## config.mk

```make
export PLATFORM = sky130hd
export DESIGN_NAME = hazard_ctrl_flat
export DESIGN_NICKNAME = d
export VERILOG_FILES = /design/src/rtl/hazard_ctrl_if.sv /design/src/rtl/hazard_ctrl.sv /design/src/flat_wrapper.sv
export SDC_FILE = /design/constraint.sdc
export NUM_CORES = 1
export LEC_CHECK = 0
export BUFFER_PORTS_ARGS = -buffer_cell sky130_fd_sc_hd__buf_2
export CORE_ASPECT_RATIO = 1.75
export CORE_UTILIZATION = 49
export DETAILED_ROUTE_END_ITERATION = 10
export GPL_TIMING_DRIVEN = 0
export PLACE_DENSITY = 0.81
export SLEW_MARGIN = 20
export SYNTH_ARGS = -nofsm -noshare
export SYNTH_HDL_FRONTEND = slang
export SYNTH_SLANG_ARGS = --single-unit
```

## constraint.sdc

```tcl
create_clock -name clk -period 4.06 [get_ports clk]
set_input_delay 0.812 -clock clk [delete_from_list [all_inputs] [get_ports clk]]
set_output_delay 0.812 -clock clk [all_outputs]
set_load 0.005 [all_outputs]
```

## src/rtl/hazard_ctrl_if.sv

```systemverilog
// Bundle between the datapath and the hazard unit: decoded register fields and
// control bits in, pipeline stall/flush and forwarding selects out.
interface hazard_ctrl_if;
    logic [4:0] rs1D, rs2D;
    logic [4:0] rs1E, rs2E;
    logic [4:0] rdE, rdM, rdW;
    logic       memReadE;
    logic       regWriteM, regWriteW;
    logic       pcSrcE;
    logic       mulDivE;
    logic       memReqM, memReadyM;

    logic       stallF, stallD, stallE, stallM;
    logic       flushD, flushE, flushM;
    logic [1:0] forwardAE, forwardBE;
    logic       mdBusy;
    logic       memErr;

    // Datapath side.
    modport master (
        output rs1D, rs2D, rs1E, rs2E, rdE, rdM, rdW,
               memReadE, regWriteM, regWriteW, pcSrcE, mulDivE, memReqM, memReadyM,
        input  stallF, stallD, stallE, stallM, flushD, flushE, flushM,
               forwardAE, forwardBE, mdBusy, memErr
    );

    // Hazard unit side.
    modport slave (
        input  rs1D, rs2D, rs1E, rs2E, rdE, rdM, rdW,
               memReadE, regWriteM, regWriteW, pcSrcE, mulDivE, memReqM, memReadyM,
        output stallF, stallD, stallE, stallM, flushD, flushE, flushM,
               forwardAE, forwardBE, mdBusy, memErr
    );
endinterface

```

## src/rtl/hazard_ctrl.sv

```systemverilog
// Pipeline hazard unit: EX forwarding selects, load-use / branch / mul-div / dmem-wait
// stall and flush controls, plus a sticky watchdog on long data-memory waits.
module hazard_ctrl #(
    parameter int unsigned MD_LATENCY  = 4,
    parameter int unsigned MEM_TIMEOUT = 64
) (
    input  logic         clk,
    input  logic         rst_n,
    hazard_ctrl_if.slave hz
);

    typedef enum logic {
        IDLE    = 1'b0,
        MD_BUSY = 1'b1
    } md_state_e;

    localparam int unsigned    WAIT_W   = $clog2(MEM_TIMEOUT);
    localparam logic [3:0]     MD_INIT  = 4'((MD_LATENCY >= 2) ? MD_LATENCY - 2 : 0);
    localparam logic [WAIT_W-1:0] WAIT_MAX = WAIT_W'(MEM_TIMEOUT - 1);

    md_state_e         state_q, state_d;
    logic [3:0]        md_cnt_q, md_cnt_d;
    logic [WAIT_W-1:0] wait_cnt_q, wait_cnt_d;
    logic              mem_err_q, mem_err_d;

    logic       mem_stall, lw_stall, md_stall;
    logic       stall_f, stall_d, stall_e, stall_m;
    logic       flush_d, flush_e, flush_m;
    logic [1:0] fwd_a, fwd_b;

    // MEM-stage result is younger than WB, so it takes precedence.
    function automatic logic [1:0] fwd_sel(input logic [4:0] rs);
        if (hz.regWriteM && hz.rdM != 5'd0 && hz.rdM == rs)
            return 2'b10;
        else if (hz.regWriteW && hz.rdW != 5'd0 && hz.rdW == rs)
            return 2'b01;
        else
            return 2'b00;
    endfunction

    assign mem_stall = hz.memReqM & ~hz.memReadyM;
    assign lw_stall  = hz.memReadE & (hz.rdE != 5'd0) &
                       ((hz.rdE == hz.rs1D) | (hz.rdE == hz.rs2D));
    assign fwd_a     = fwd_sel(hz.rs1E);
    assign fwd_b     = fwd_sel(hz.rs2E);

    // NOTE: every signal written here gets a default first, so no path leaves it unassigned
    // and no latch is inferred.
    always_comb begin
        state_d  = state_q;
        md_cnt_d = md_cnt_q;
        md_stall = 1'b0;
        unique case (state_q)
            IDLE: begin
                if (hz.mulDivE && (MD_LATENCY > 1)) begin
                    md_stall = 1'b1;
                    if (!mem_stall) begin
                        state_d  = MD_BUSY;
                        md_cnt_d = MD_INIT;
                    end
                end
            end
            MD_BUSY: begin
                if (md_cnt_q != 4'd0) begin
                    md_stall = 1'b1;
                    if (!mem_stall) md_cnt_d = md_cnt_q - 4'd1;
                end else if (!mem_stall) begin
                    state_d = IDLE;
                end
            end
            default: state_d = IDLE;
        endcase
    end

    // Counter saturates at the threshold; the error flag is sticky until reset.
    always_comb begin
        wait_cnt_d = '0;
        mem_err_d  = mem_err_q;
        if (mem_stall) begin
            wait_cnt_d = (wait_cnt_q == WAIT_MAX) ? wait_cnt_q : wait_cnt_q + 1'b1;
            if (wait_cnt_q == WAIT_MAX) mem_err_d = 1'b1;
        end
    end

    always_comb begin
        stall_f = 1'b0;
        stall_d = 1'b0;
        stall_e = 1'b0;
        stall_m = 1'b0;
        flush_d = 1'b0;
        flush_e = 1'b0;
        flush_m = 1'b0;
        if (mem_stall) begin
            stall_f = 1'b1;
            stall_d = 1'b1;
            stall_e = 1'b1;
            stall_m = 1'b1;
        end else if (md_stall) begin
            stall_f = 1'b1;
            stall_d = 1'b1;
            stall_e = 1'b1;
            flush_m = 1'b1;
        end else if (hz.pcSrcE) begin
            // Redirect beats load-use: the PC must load the branch target.
            flush_d = 1'b1;
            flush_e = 1'b1;
        end else if (lw_stall) begin
            stall_f = 1'b1;
            stall_d = 1'b1;
            flush_e = 1'b1;
        end
    end

    // NOTE: sequential state uses non-blocking assignments so every flop samples
    // pre-edge values regardless of statement order.
    always_ff @(posedge clk or negedge rst_n) begin
        if (!rst_n) begin
            state_q    <= IDLE;
            md_cnt_q   <= 4'd0;
            wait_cnt_q <= '0;
            mem_err_q  <= 1'b0;
        end else begin
            state_q    <= state_d;
            md_cnt_q   <= md_cnt_d;
            wait_cnt_q <= wait_cnt_d;
            mem_err_q  <= mem_err_d;
        end
    end

    // Combinational controls are gated so every output reads 0 while reset is held.
    assign hz.stallF    = rst_n & stall_f;
    assign hz.stallD    = rst_n & stall_d;
    assign hz.stallE    = rst_n & stall_e;
    assign hz.stallM    = rst_n & stall_m;
    assign hz.flushD    = rst_n & flush_d;
    assign hz.flushE    = rst_n & flush_e;
    assign hz.flushM    = rst_n & flush_m;
    assign hz.forwardAE = rst_n ? fwd_a : 2'b00;
    assign hz.forwardBE = rst_n ? fwd_b : 2'b00;
    assign hz.mdBusy    = rst_n & (state_q == MD_BUSY);
    assign hz.memErr    = rst_n & mem_err_q;

endmodule

```

## src/flat_wrapper.sv

```systemverilog
// flat-port wrapper written by rule: the top's interface ports become plain ports
module hazard_ctrl_flat 
#(
    parameter int unsigned MD_LATENCY  = 4,
    parameter int unsigned MEM_TIMEOUT = 64
)
  (clk, rst_n, hz_rs1D, hz_rs2D, hz_rs1E, hz_rs2E, hz_rdE, hz_rdM, hz_rdW, hz_memReadE, hz_regWriteM, hz_regWriteW, hz_pcSrcE, hz_mulDivE, hz_memReqM, hz_memReadyM, hz_stallF, hz_stallD, hz_stallE, hz_stallM, hz_flushD, hz_flushE, hz_flushM, hz_forwardAE, hz_forwardBE, hz_mdBusy, hz_memErr);
  hazard_ctrl_if hz_i ();
  input  logic clk;
  input  logic rst_n;
  input wire logic [$bits(hz_i.rs1D)-1:0] hz_rs1D;
  input wire logic [$bits(hz_i.rs2D)-1:0] hz_rs2D;
  input wire logic [$bits(hz_i.rs1E)-1:0] hz_rs1E;
  input wire logic [$bits(hz_i.rs2E)-1:0] hz_rs2E;
  input wire logic [$bits(hz_i.rdE)-1:0] hz_rdE;
  input wire logic [$bits(hz_i.rdM)-1:0] hz_rdM;
  input wire logic [$bits(hz_i.rdW)-1:0] hz_rdW;
  input wire logic [$bits(hz_i.memReadE)-1:0] hz_memReadE;
  input wire logic [$bits(hz_i.regWriteM)-1:0] hz_regWriteM;
  input wire logic [$bits(hz_i.regWriteW)-1:0] hz_regWriteW;
  input wire logic [$bits(hz_i.pcSrcE)-1:0] hz_pcSrcE;
  input wire logic [$bits(hz_i.mulDivE)-1:0] hz_mulDivE;
  input wire logic [$bits(hz_i.memReqM)-1:0] hz_memReqM;
  input wire logic [$bits(hz_i.memReadyM)-1:0] hz_memReadyM;
  output wire logic [$bits(hz_i.stallF)-1:0] hz_stallF;
  output wire logic [$bits(hz_i.stallD)-1:0] hz_stallD;
  output wire logic [$bits(hz_i.stallE)-1:0] hz_stallE;
  output wire logic [$bits(hz_i.stallM)-1:0] hz_stallM;
  output wire logic [$bits(hz_i.flushD)-1:0] hz_flushD;
  output wire logic [$bits(hz_i.flushE)-1:0] hz_flushE;
  output wire logic [$bits(hz_i.flushM)-1:0] hz_flushM;
  output wire logic [$bits(hz_i.forwardAE)-1:0] hz_forwardAE;
  output wire logic [$bits(hz_i.forwardBE)-1:0] hz_forwardBE;
  output wire logic [$bits(hz_i.mdBusy)-1:0] hz_mdBusy;
  output wire logic [$bits(hz_i.memErr)-1:0] hz_memErr;
  assign hz_i.rs1D = hz_rs1D;
  assign hz_i.rs2D = hz_rs2D;
  assign hz_i.rs1E = hz_rs1E;
  assign hz_i.rs2E = hz_rs2E;
  assign hz_i.rdE = hz_rdE;
  assign hz_i.rdM = hz_rdM;
  assign hz_i.rdW = hz_rdW;
  assign hz_i.memReadE = hz_memReadE;
  assign hz_i.regWriteM = hz_regWriteM;
  assign hz_i.regWriteW = hz_regWriteW;
  assign hz_i.pcSrcE = hz_pcSrcE;
  assign hz_i.mulDivE = hz_mulDivE;
  assign hz_i.memReqM = hz_memReqM;
  assign hz_i.memReadyM = hz_memReadyM;
  assign hz_stallF = hz_i.stallF;
  assign hz_stallD = hz_i.stallD;
  assign hz_stallE = hz_i.stallE;
  assign hz_stallM = hz_i.stallM;
  assign hz_flushD = hz_i.flushD;
  assign hz_flushE = hz_i.flushE;
  assign hz_flushM = hz_i.flushM;
  assign hz_forwardAE = hz_i.forwardAE;
  assign hz_forwardBE = hz_i.forwardBE;
  assign hz_mdBusy = hz_i.mdBusy;
  assign hz_memErr = hz_i.memErr;
  hazard_ctrl #(.MD_LATENCY(MD_LATENCY), .MEM_TIMEOUT(MEM_TIMEOUT)) u_core (.clk(clk), .rst_n(rst_n), .hz(hz_i));
endmodule
```

==> results of run 1 <==
flip-flops by register name, indices dropped and copies added (netlist names):
register and cells:
u_core.md_cnt_q 4, u_core.mem_err_q 1, u_core.wait_cnt_q 6, u_core.state_q 1
path summary, 6_finish.rpt:
kind                                       from                   end  slack, ns  depth (start not counted)
setup / recovery                          rst_n       hz_forwardBE[0]       0.87                          6
min in group clk               u_core.mem_err_q      u_core.mem_err_q       0.52                          1
hold reg to reg                u_core.mem_err_q      u_core.mem_err_q       0.52                          1
setup reg to reg           u_core.wait_cnt_q[0]  u_core.wait_cnt_q[1]       2.45                          6
hold / removal                            rst_n  u_core.wait_cnt_q[5]       0.40                          1
max in group asynchronous                 rst_n      u_core.mem_err_q       3.42                          1
power by group:
group	internal [W]	switching (W)
registers	0.000146	0.0000240
clock network	0.0000546	0.0000410
logic	0.000103	0.000118
layout by cell type (no fill, tap or decap), types with 2 or more instances in the layout:
master     n
mux2i_1    2
nand3_1    6
clkbuf_1   3
nand2b_1   2
or4_1      5
o21ai_0    5
nand2_1    2
o211ai_1   2
o31ai_1    2
nor2_1     8
a31oi_1    4
nor3_1     5
clkbuf_4   3
nor3b_1    2
nor2b_1    3
buf_2     56
dfrtp_1   12
nor4_1     2
inv_1      6
nor4_2     2
ha_1       2
a21oi_1    5
or2_2      2
xor2_1    24
and2_1     4
xnor2_1    8
and2_2     2
metrics by stage:
step | power [W] | hold slack [ns] | instances | util | worst slack, ns
after CTS | 0.000486 | 0.409 | 214 | 0.688 | 0.866
final | 0.000486 | 0.402 | 214 | 0.688 | 0.873
after global placement | 0.000376 | 0.453 | 210 | 0.671 | 0.886
after floorplan | 0.000306 | 0.435 | 130 | - | 1.41
after detailed placement | 0.000390 | 0.502 | 210 | 0.671 | 0.864
after global routing | 0.000529 | 0.403 | 214 | 0.688 | 0.708
critical path, stage by stage:
cell,delay (ns)
buf_2,0.27
clkbuf_2,0.27
o211ai_1,0.13
or4_1,0.55
nor4_2,0.18
buf_2,0.16
cell type report:
type	count	area (um^2)	area share
buffer	5	23.8	0.0163
tap	24	30.0	0.0206
multi-input combinational	107	766	0.525
timing repair buffer	56	280	0.192
inverter	6	22.5	0.0154
clock buffer	4	36.3	0.0249
sequential	12	300	0.206
routing by layer:
layer	up-vias	GRT usage
li1	579	-
met1	565	0.249
met2	44	0.474
met3	9	0.0445
met4	0	0.138
met5	-	0
logic make-up (layout without fill, tap and decap cells):
| group | count (synthesis) | count (layout) | synth area share |
|---|---|---|---|
| AO/OA/AOI/OAI | 23 | 23 | 0.129 |
| flip-flops | 12 | 12 | 0.270 |
| XOR/XNOR | 32 | 32 | 0.252 |
| multiplexers | 2 | 2 | 0.0180 |
| AND/OR/NAND/NOR | 48 | 48 | 0.267 |
| adder cells (fa/ha/maj) | 2 | 2 | 0.0225 |
| buffers and inverters | 11 | 71 | 0.0416 |
==> results.toml, run 1 <==
[outcome]
status = "complete, no violations"

[timing]
fin_crit_ns = 3.19
rsz0062_at_grt = "no"
final-max-slew-violation-count = 0
setup_viol = 0
max-slew-margin-rel = 0.680
max_freq_mhz = 314
finalClockSkew_ns = 0.00805
tightest_slew_ns = 0.479
setup_tns_ns = 0
finalHoldViolCount = 0
fin_crit_sh = 0.785

[floorplan]
start_util = 0.525
die_y_um = 65.0
pin_count = 57
die_area_um2 = 2470
num_rows = 22
coreArea_um2 = 2120
die_w_um = 38.0

[synth]
synthTopCellsByArea = "dfrtp_1, xor2_1, xnor2_1, or4_1, nand3_1"
ys_warn_count = 0
yosysTopAreaCellShare = 0.270
synth_edf_count = 0
synthCells = 130
post-synth-top-count-cell = "xor2_1"
syn-cell-area_um2 = 1110
syn-mean-instance-area_um2 = 8.56
synth_flop_cell = "dfrtp_1"
ys_seq_area_frac = 0.270
synth.distinct_cells = 35
postSynth.asyncResetShare = 1.00
ys_ff_latch = 12
yosys-top-cells-count = "xor2_1, dfrtp_1, nor2_1, xnor2_1"
synth_area_leader_cell = "dfrtp_1"
synth_nets = 176

[clocking]
clockRootBuffer = "clkbuf_4"
ctsResizeCount = 0
cts_max_path_buffers = 2
cts_setup_buffers = 0
postCtsHoldBufs = 0
numCtsBuffers = 3
cts.sinks = 12
clkLatencyLatePin_ns = 0.28
h-tree-depth = 1
cts_tree = "built"
clkTransAtPathRegs_ns = 0.08

[pwr]
powerDensity_nw_per_um2 = 333
peakVddDrop_mv = 0.222
p_leak_nw = 0.724

[grt]
overflow = 0
grt_max_degree = 14
grt_pass1_vias = 1093
grt_util_all_layers = 0.257
grt_pass1_wl_um = 4510
antenna_found_initial = 0

[drt]
wl_met1_um = 1060
wl_met3_um = 123
drc = 0
num_vias = 1197
wire_per_inst_um = 13.8
drt_wl_total_um = 2960
firstDrtPassIters = 4
drtIter0Drc = 10
top_layer_used = "met4"
dr_wl_met2_um = 1700
ant_nets = 0
via_per_inst = 5.59

[setup_path]
start_kind = "input pin"
cp_data_arrival_time_ns = 2.38
critPathRequiredTime_ns = 3.25
crit_path_end_kind = "output pin"
critPathKind = "input pin to output pin"
crit_fanout = 13

[cells_and_area]
final_area_um2 = 1460
areaGrowthSynthToFinish_pct = 31.2
n_fill_cell = 174
diodes = 0
drive_gt1_frac = 0.368
nets = 237

[placed_design]
place.gp.congestion = 0.939
hpwl_um = 2490
port_buffers = 56
dpl_cell_area_um2 = 1420

[hold_path]
hold_path_class = "input pin to asynchronous set/reset pin"

[flow_run]
cap_violations = 0
No activity file was read; power rests on OpenSTA's default activity.
==> run 2: changes to the inputs <==
--- a/config.mk
+++ b/config.mk
@@ -5,12 +5,13 @@
 export SDC_FILE = /design/constraint.sdc
 export NUM_CORES = 1
 export LEC_CHECK = 0
+export ABC_AREA = 1
 export BUFFER_PORTS_ARGS = -buffer_cell sky130_fd_sc_hd__buf_2
 export CORE_ASPECT_RATIO = 1.75
-export CORE_UTILIZATION = 49
+export CORE_UTILIZATION = 46
 export DETAILED_ROUTE_END_ITERATION = 10
 export GPL_TIMING_DRIVEN = 0
-export PLACE_DENSITY = 0.81
+export PLACE_DENSITY = 0.75
 export SLEW_MARGIN = 20
 export SYNTH_ARGS = -nofsm -noshare
 export SYNTH_HDL_FRONTEND = slang
==> constraint.sdc (replaced) <==
create_clock -name clk -period 3.2 [get_ports clk]
set_input_delay 0.64 -clock clk [delete_from_list [all_inputs] [get_ports clk]]
set_output_delay 0.64 -clock clk [all_outputs]
set_load 0.005 [all_outputs]
==> run 2 against run 1 <==
Via count up 13%; critical path depth down 2; cell area rose by 8.1%; total power rose by 41%; critical endpoint is now hz_forwardBE[1]; clock power up 71%; first-iteration DRC count increased by 80%; non-clock buffer count shrank 4; synthesized area up 8.7%; largest power group unchanged; worst hold slack got worse by 0.096 ns; count of clock-buffer cells in the layout is the same; sequential cell count unchanged; routed wire length decreased by 0.17%.
==> results.toml, run 2 <==
[synth]
syn-mean-instance-area_um2 = 6.36
postSynth.asyncResetShare = 1.00
ys_ff_latch = 12
synth_area_leader_cell = "dfrtp_1"
post-synth-top-count-cell = "nand2_1"
yosysTopAreaCellShare = 0.248
syn-cell-area_um2 = 1210
synthCells = 190
ys_warn_count = 0
synthTopCellsByArea = "dfrtp_1, xnor2_1, nand2_1, inv_1, nand3_1"
synth_flop_cell = "dfrtp_1"
synth_edf_count = 0
yosys-top-cells-count = "nand2_1, inv_1, nand3_1"
ys_seq_area_frac = 0.248
synth.distinct_cells = 24
synth_nets = 236

[drt]
drt_wl_total_um = 2960
via_per_inst = 4.91
wire_per_inst_um = 10.7
drc = 0
firstDrtPassIters = 4
num_vias = 1355
ant_nets = 0
drtIter0Drc = 18

[timing]
rsz0062_at_grt = "no"
max-slew-margin-rel = 0.760
finalClockSkew_ns = 0.000539
tightest_slew_ns = 0.359
setup_viol = 0
fin_crit_ns = 2.30
finalHoldViolCount = 0
setup_slack_ns = 0.902
setup_tns_ns = 0
final-max-slew-violation-count = 0
fin_crit_sh = 0.718
hold_ws_ns = 0.307
max_freq_mhz = 435

[cells_and_area]
layout_commonest_cell = "buf_2"
largest_register_ffs = 6
areaGrowthSynthToFinish_pct = 30.4
n_fill_cell = 257
drive_gt1_frac = 0.280
top_register = "u_core.wait_cnt_q"
diodes = 0
reg_top3 = "u_core.wait_cnt_q x6, u_core.md_cnt_q x4"
final_cell_mix = "buf_2, nand2_1, inv_1"
nets = 297
stdcell_count = 276

[placed_design]
port_buffers = 56
place.gp.congestion = 0.762
hpwl_um = 2510
place_ws_ns = 0.884
dp_cells = 272

[clocking]
ctsResizeCount = 0
numCtsBuffers = 3
cts_tree = "built"
h-tree-depth = 1
cts_max_path_buffers = 2
cts.sinks = 12
clkLatencyLatePin_ns = 0.24
clockRootBuffer = "clkbuf_8"
cts_setup_buffers = 0
clkTransAtPathRegs_ns = 0.05
postCtsHoldBufs = 0

[grt]
grt_pass1_wl_um = 4550
antenna_found_initial = 0
overflow = 0
grt_max_degree = 18
grt_pass1_vias = 1225
grt_util_all_layers = 0.228

[floorplan]
start_util = 0.485
die_w_um = 40.8
num_rows = 24
coreArea_um2 = 2490
pin_count = 57
die_area_um2 = 2840
die_y_um = 69.8

[setup_path]
crit_fanout = 17
critPathKind = "input pin to output pin"
start_kind = "input pin"
reg2reg_slack_ns = 1.80
reg2reg_depth = 6
crit_path_end_kind = "output pin"
cp_data_arrival_time_ns = 1.66
critPathRequiredTime_ns = 2.56

[outcome]
status = "complete, no violations"

[pwr]
p_leak_nw = 0.922
peakVddDrop_mv = 0.282
powerDensity_nw_per_um2 = 436

[hold_path]
hold_path_class = "input pin to asynchronous set/reset pin"

[flow_run]
cap_violations = 0
run 2: cell types whose count changed in the layout (fill, tap and decap cells not counted), moves of 4 or more:
cell / delta
a21oi_1: -4
a31oi_1: -4
and2_1: -4
inv_1: +31
nand2_1: +41
nand3_1: +14
nand4_1: +4
nor2_1: +11
o21ai_0: +6
or4_1: -5
xnor2_1: +11
xor2_1: -22
run 2: worst paths after layout:
kind | to | start
worst max-delay path | hz_forwardBE[1] | rst_n
worst min-delay path | u_core.md_cnt_q[2] | rst_n
worst max register to register | u_core.wait_cnt_q[0] | u_core.wait_cnt_q[0]
worst min register to register | u_core.mem_err_q | u_core.mem_err_q
max in group asynchronous | u_core.state_q | rst_n
min in group clk | u_core.mem_err_q | u_core.mem_err_q
run 2: layout make-up:
| class | instances | area (um^2) | area share |
|---|---|---|---|
| buffer | 1 | 7.51 | 0.00476 |
| clock buffer | 4 | 55.1 | 0.0349 |
| inverter | 38 | 143 | 0.0905 |
| sequential | 12 | 300 | 0.190 |
| tap | 26 | 32.5 | 0.0206 |
| timing repair buffer | 56 | 280 | 0.178 |
| multi-input combinational | 139 | 758 | 0.481 |
run 2: per-stage QoR:
step / total power (W) / instance area (um^2) / util
6_report: 0.000688 / 1580 / 0.633
5_1_grt: 0.000747 / 1580 / 0.633
4_1_cts: 0.000695 / 1580 / 0.633
3_5_place_dp: 0.000527 / 1520 / 0.610
3_3_place_gp: 0.000519 / 1520 / 0.610
2_1_floorplan: 0.000420 / 1210 / -
run 2: metal layers:
layer	vias up	global-route usage	wire, um	share of wire
met3	2	0.00962	146	0.049
met1	581	0.198	1030	0.35
li1	714	-	-	-
met4	0	0.0778	30	0.010
met2	58	0.460	1750	0.59
met5	-	0	0	0
run 2: cell families after synthesis:
group / synth area share
DFF: 0.248
AOI/OAI and AO/OA: 0.0745
adders and majority gates: 0.0207
buffers and inverters: 0.124
and+or+nand+nor: 0.380
xor gates and xnor gates: 0.152
run 2: where the power goes:
group / switching (W) / total (W) / internal [W]
combinational: 0.000176 / 0.000310 / 0.000134
sequential: 0.0000293 / 0.000215 / 0.000185
clock: 0.0000545 / 0.000163 / 0.000109
run 2: critical path, cell delays in order:
cell and delay (ns):
buf_2 0.31, inv_1 0.21, nor4_1 0.33, buf_2 0.16
==> run 3: changes to the inputs <==
--- a/config.mk
+++ b/config.mk
@@ -8,10 +8,10 @@
 export ABC_AREA = 1
 export BUFFER_PORTS_ARGS = -buffer_cell sky130_fd_sc_hd__buf_2
 export CORE_ASPECT_RATIO = 1.75
-export CORE_UTILIZATION = 46
+export CORE_UTILIZATION = 42
 export DETAILED_ROUTE_END_ITERATION = 10
 export GPL_TIMING_DRIVEN = 0
-export PLACE_DENSITY = 0.75
+export PLACE_DENSITY = 0.72
 export SLEW_MARGIN = 20
 export SYNTH_ARGS = -nofsm -noshare
 export SYNTH_HDL_FRONTEND = slang
==> constraint.sdc (replaced) <==
create_clock -name clk -period 1.9 [get_ports clk]
set_input_delay 0.38 -clock clk [delete_from_list [all_inputs] [get_ports clk]]
set_output_delay 0.38 -clock clk [all_outputs]
set_load 0.005 [all_outputs]
==> run 3 against run 2 <==
The run now ends with setup timing left; count of clock-buffer cells in the layout unchanged; via count grew 1.3%; critical path depth increased by 5; final cell count grew 1.8%; sequential cell count is the same; clock power increased by 78%; register-to-register slack got worse by 1.2 ns; routed wire length is 0.47% lower; largest cell class unchanged.
==> results.toml, run 3 (synthesized netlist as in run 2, its figures left out) <==
[outcome]
status = "finished with violations"
violations = "setup timing"

[timing]
setup_viol = 1
setup_tns_ns = -0.0159
max_freq_mhz = 522
setup_slack_ns = -0.0159
hold_ws_ns = 0.00398
tightest_slew_ns = 0.292
fin_crit_sh = 1.01
final-max-slew-violation-count = 0
finalHoldViolCount = 0
max-slew-margin-rel = 0.805
finalClockSkew_ns = 0.000695
fin_crit_ns = 1.92
rsz0062_at_grt = "yes"

[cells_and_area]
largest_register_ffs = 6
final_cell_mix = "buf_2, nand2_1, inv_1"
drive_gt1_frac = 0.311
areaGrowthSynthToFinish_pct = 36.5
final_util = 0.606
diodes = 0
reg_top3 = "u_core.wait_cnt_q x6, u_core.md_cnt_q x4"
top_register = "u_core.wait_cnt_q"
nets = 301
layout_commonest_cell = "buf_2"

[floorplan]
pin_count = 57
die_y_um = 73.0
num_rows = 25
coreArea_um2 = 2720
die_area_um2 = 3100
start_util = 0.444
die_w_um = 42.6

[placed_design]
place_ws_ns = 0.0674
hpwl_um = 2430
place.gp.congestion = 0.751
port_buffers = 56

[drt]
drc = 0
drt_wl_total_um = 2940
wire_per_inst_um = 10.5
num_vias = 1373
drtIter0Drc = 31
via_per_inst = 4.89
ant_nets = 0
firstDrtPassIters = 4

[setup_path]
critPathKind = "register to output pin"
crit_path_end_kind = "output pin"
reg2reg_depth = 6
crit_fanout = 3
start_kind = "register"
cp_data_arrival_time_ns = 1.54
critPathRequiredTime_ns = 1.52

[grt]
grt_util_all_layers = 0.209
grt_max_degree = 18
antenna_found_initial = 0
grt_pass1_vias = 1308
grt_pass1_wl_um = 5040
overflow = 0

[pwr]
power_frac_comb = 0.494
p_total_w = 0.00131
p_sw_w = 0.000503
p_int_w = 0.000806
peakVddDrop_mv = 0.416
p_leak_nw = 0.948
powerDensity_nw_per_um2 = 793
swShare = 0.384
power_frac_seq = 0.285
p_clk_frac = 0.222

[clocking]
numCtsBuffers = 3
cts.sinks = 12
clkTransAtPathRegs_ns = 0.06
clockRootBuffer = "clkbuf_8"
clkLatencyLatePin_ns = 0.25
h-tree-depth = 1
cts_tree = "built"
cts_max_path_buffers = 2

[hold_path]
hold_path_class = "input pin to asynchronous set/reset pin"

[flow_run]
cap_violations = 0
[run 3: cell types whose count changed in the layout (fill, tap and decap cells not counted)]
| cell | change |
|---|---|
| inv_2 | +2 |
| nand2_2 | +1 |
| buf_4 | +4 |
| nor2_4 | +1 |
| nand2_1 | -2 |
| buf_6 | +2 |
| ha_4 | +1 |
| inv_1 | -2 |
| clkbuf_4 | +1 |
| nand2_4 | +1 |
| nor2_2 | -1 |
| buf_2 | -3 |
| ha_1 | -1 |
[run 3: layout make-up]
| cell class | instances | area, um^2 |
|---|---|---|
| multi-input cells | 139 | 786 |
| clock buffers | 4 | 55.1 |
| inverters | 38 | 143 |
| flip-flops and latches | 12 | 300 |
| repair buffers | 61 | 333 |
| fillers | 270 | 1070 |
| well taps | 27 | 33.8 |
[run 3: worst max-delay path, cell delays in order, from the launching register on]
cell     delay [ns]
dfrtp_1        0.40
inv_2          0.09
ha_4           0.13
nand4_1        0.12
nand2_2        0.16
nand2_4        0.08
nor2_4         0.08
nand2_1        0.07
nand2_1        0.06
buf_2          0.10
[run 3: layer usage]
metal	GRT usage	routed length, um	vias up
met2	0.438	1630	66
met4	0.0868	46	0
met5	0	0	-
met3	0.0149	151	5
li1	-	-	720
met1	0.196	1110	582
[run 3: power groups by stage]
stage | logic [W] | clock network (W) | registers (W)
final | 0.000646 | 0.000290 | 0.000373
after floorplan | 0.000355 | 0 | 0.000352
after CTS | 0.000578 | 0.000294 | 0.000370
after global placement | 0.000506 | 0 | 0.000366
after global routing | 0.000731 | 0.000303 | 0.000380
after detailed placement | 0.000517 | 0 | 0.000368
[run 3: timing repair]
action                                  in CTS  in global routing
pin swaps                                    4                  1
hold buffers                                 0                  0
cloned                                       0                  0
resized for setup                            7                  4
buffers inserted                             2                  3
endpoints found under the setup margin       6                  7
[run 3: final timing paths]
check / startpoint / end / slack, ns
max in group asynchronous: rst_n / u_core.md_cnt_q[0] / 1.70
worst max-delay path: u_core.md_cnt_q[1] / hz_flushE / -0.02
worst max register to register: u_core.wait_cnt_q[0] / u_core.wait_cnt_q[0] / 0.59
min in group clk: u_core.mem_err_q / u_core.mem_err_q / 0.47
worst min register to register: u_core.mem_err_q / u_core.mem_err_q / 0.47
worst min-delay path: rst_n / u_core.wait_cnt_q[3] / 0.004
[run 3: through the flow]
stage	instances	cell area, um^2
floorplan	190	1210
global placement	273	1520
detailed placement	273	1520
CTS	278	1610
global route	281	1650
finish	281	1650
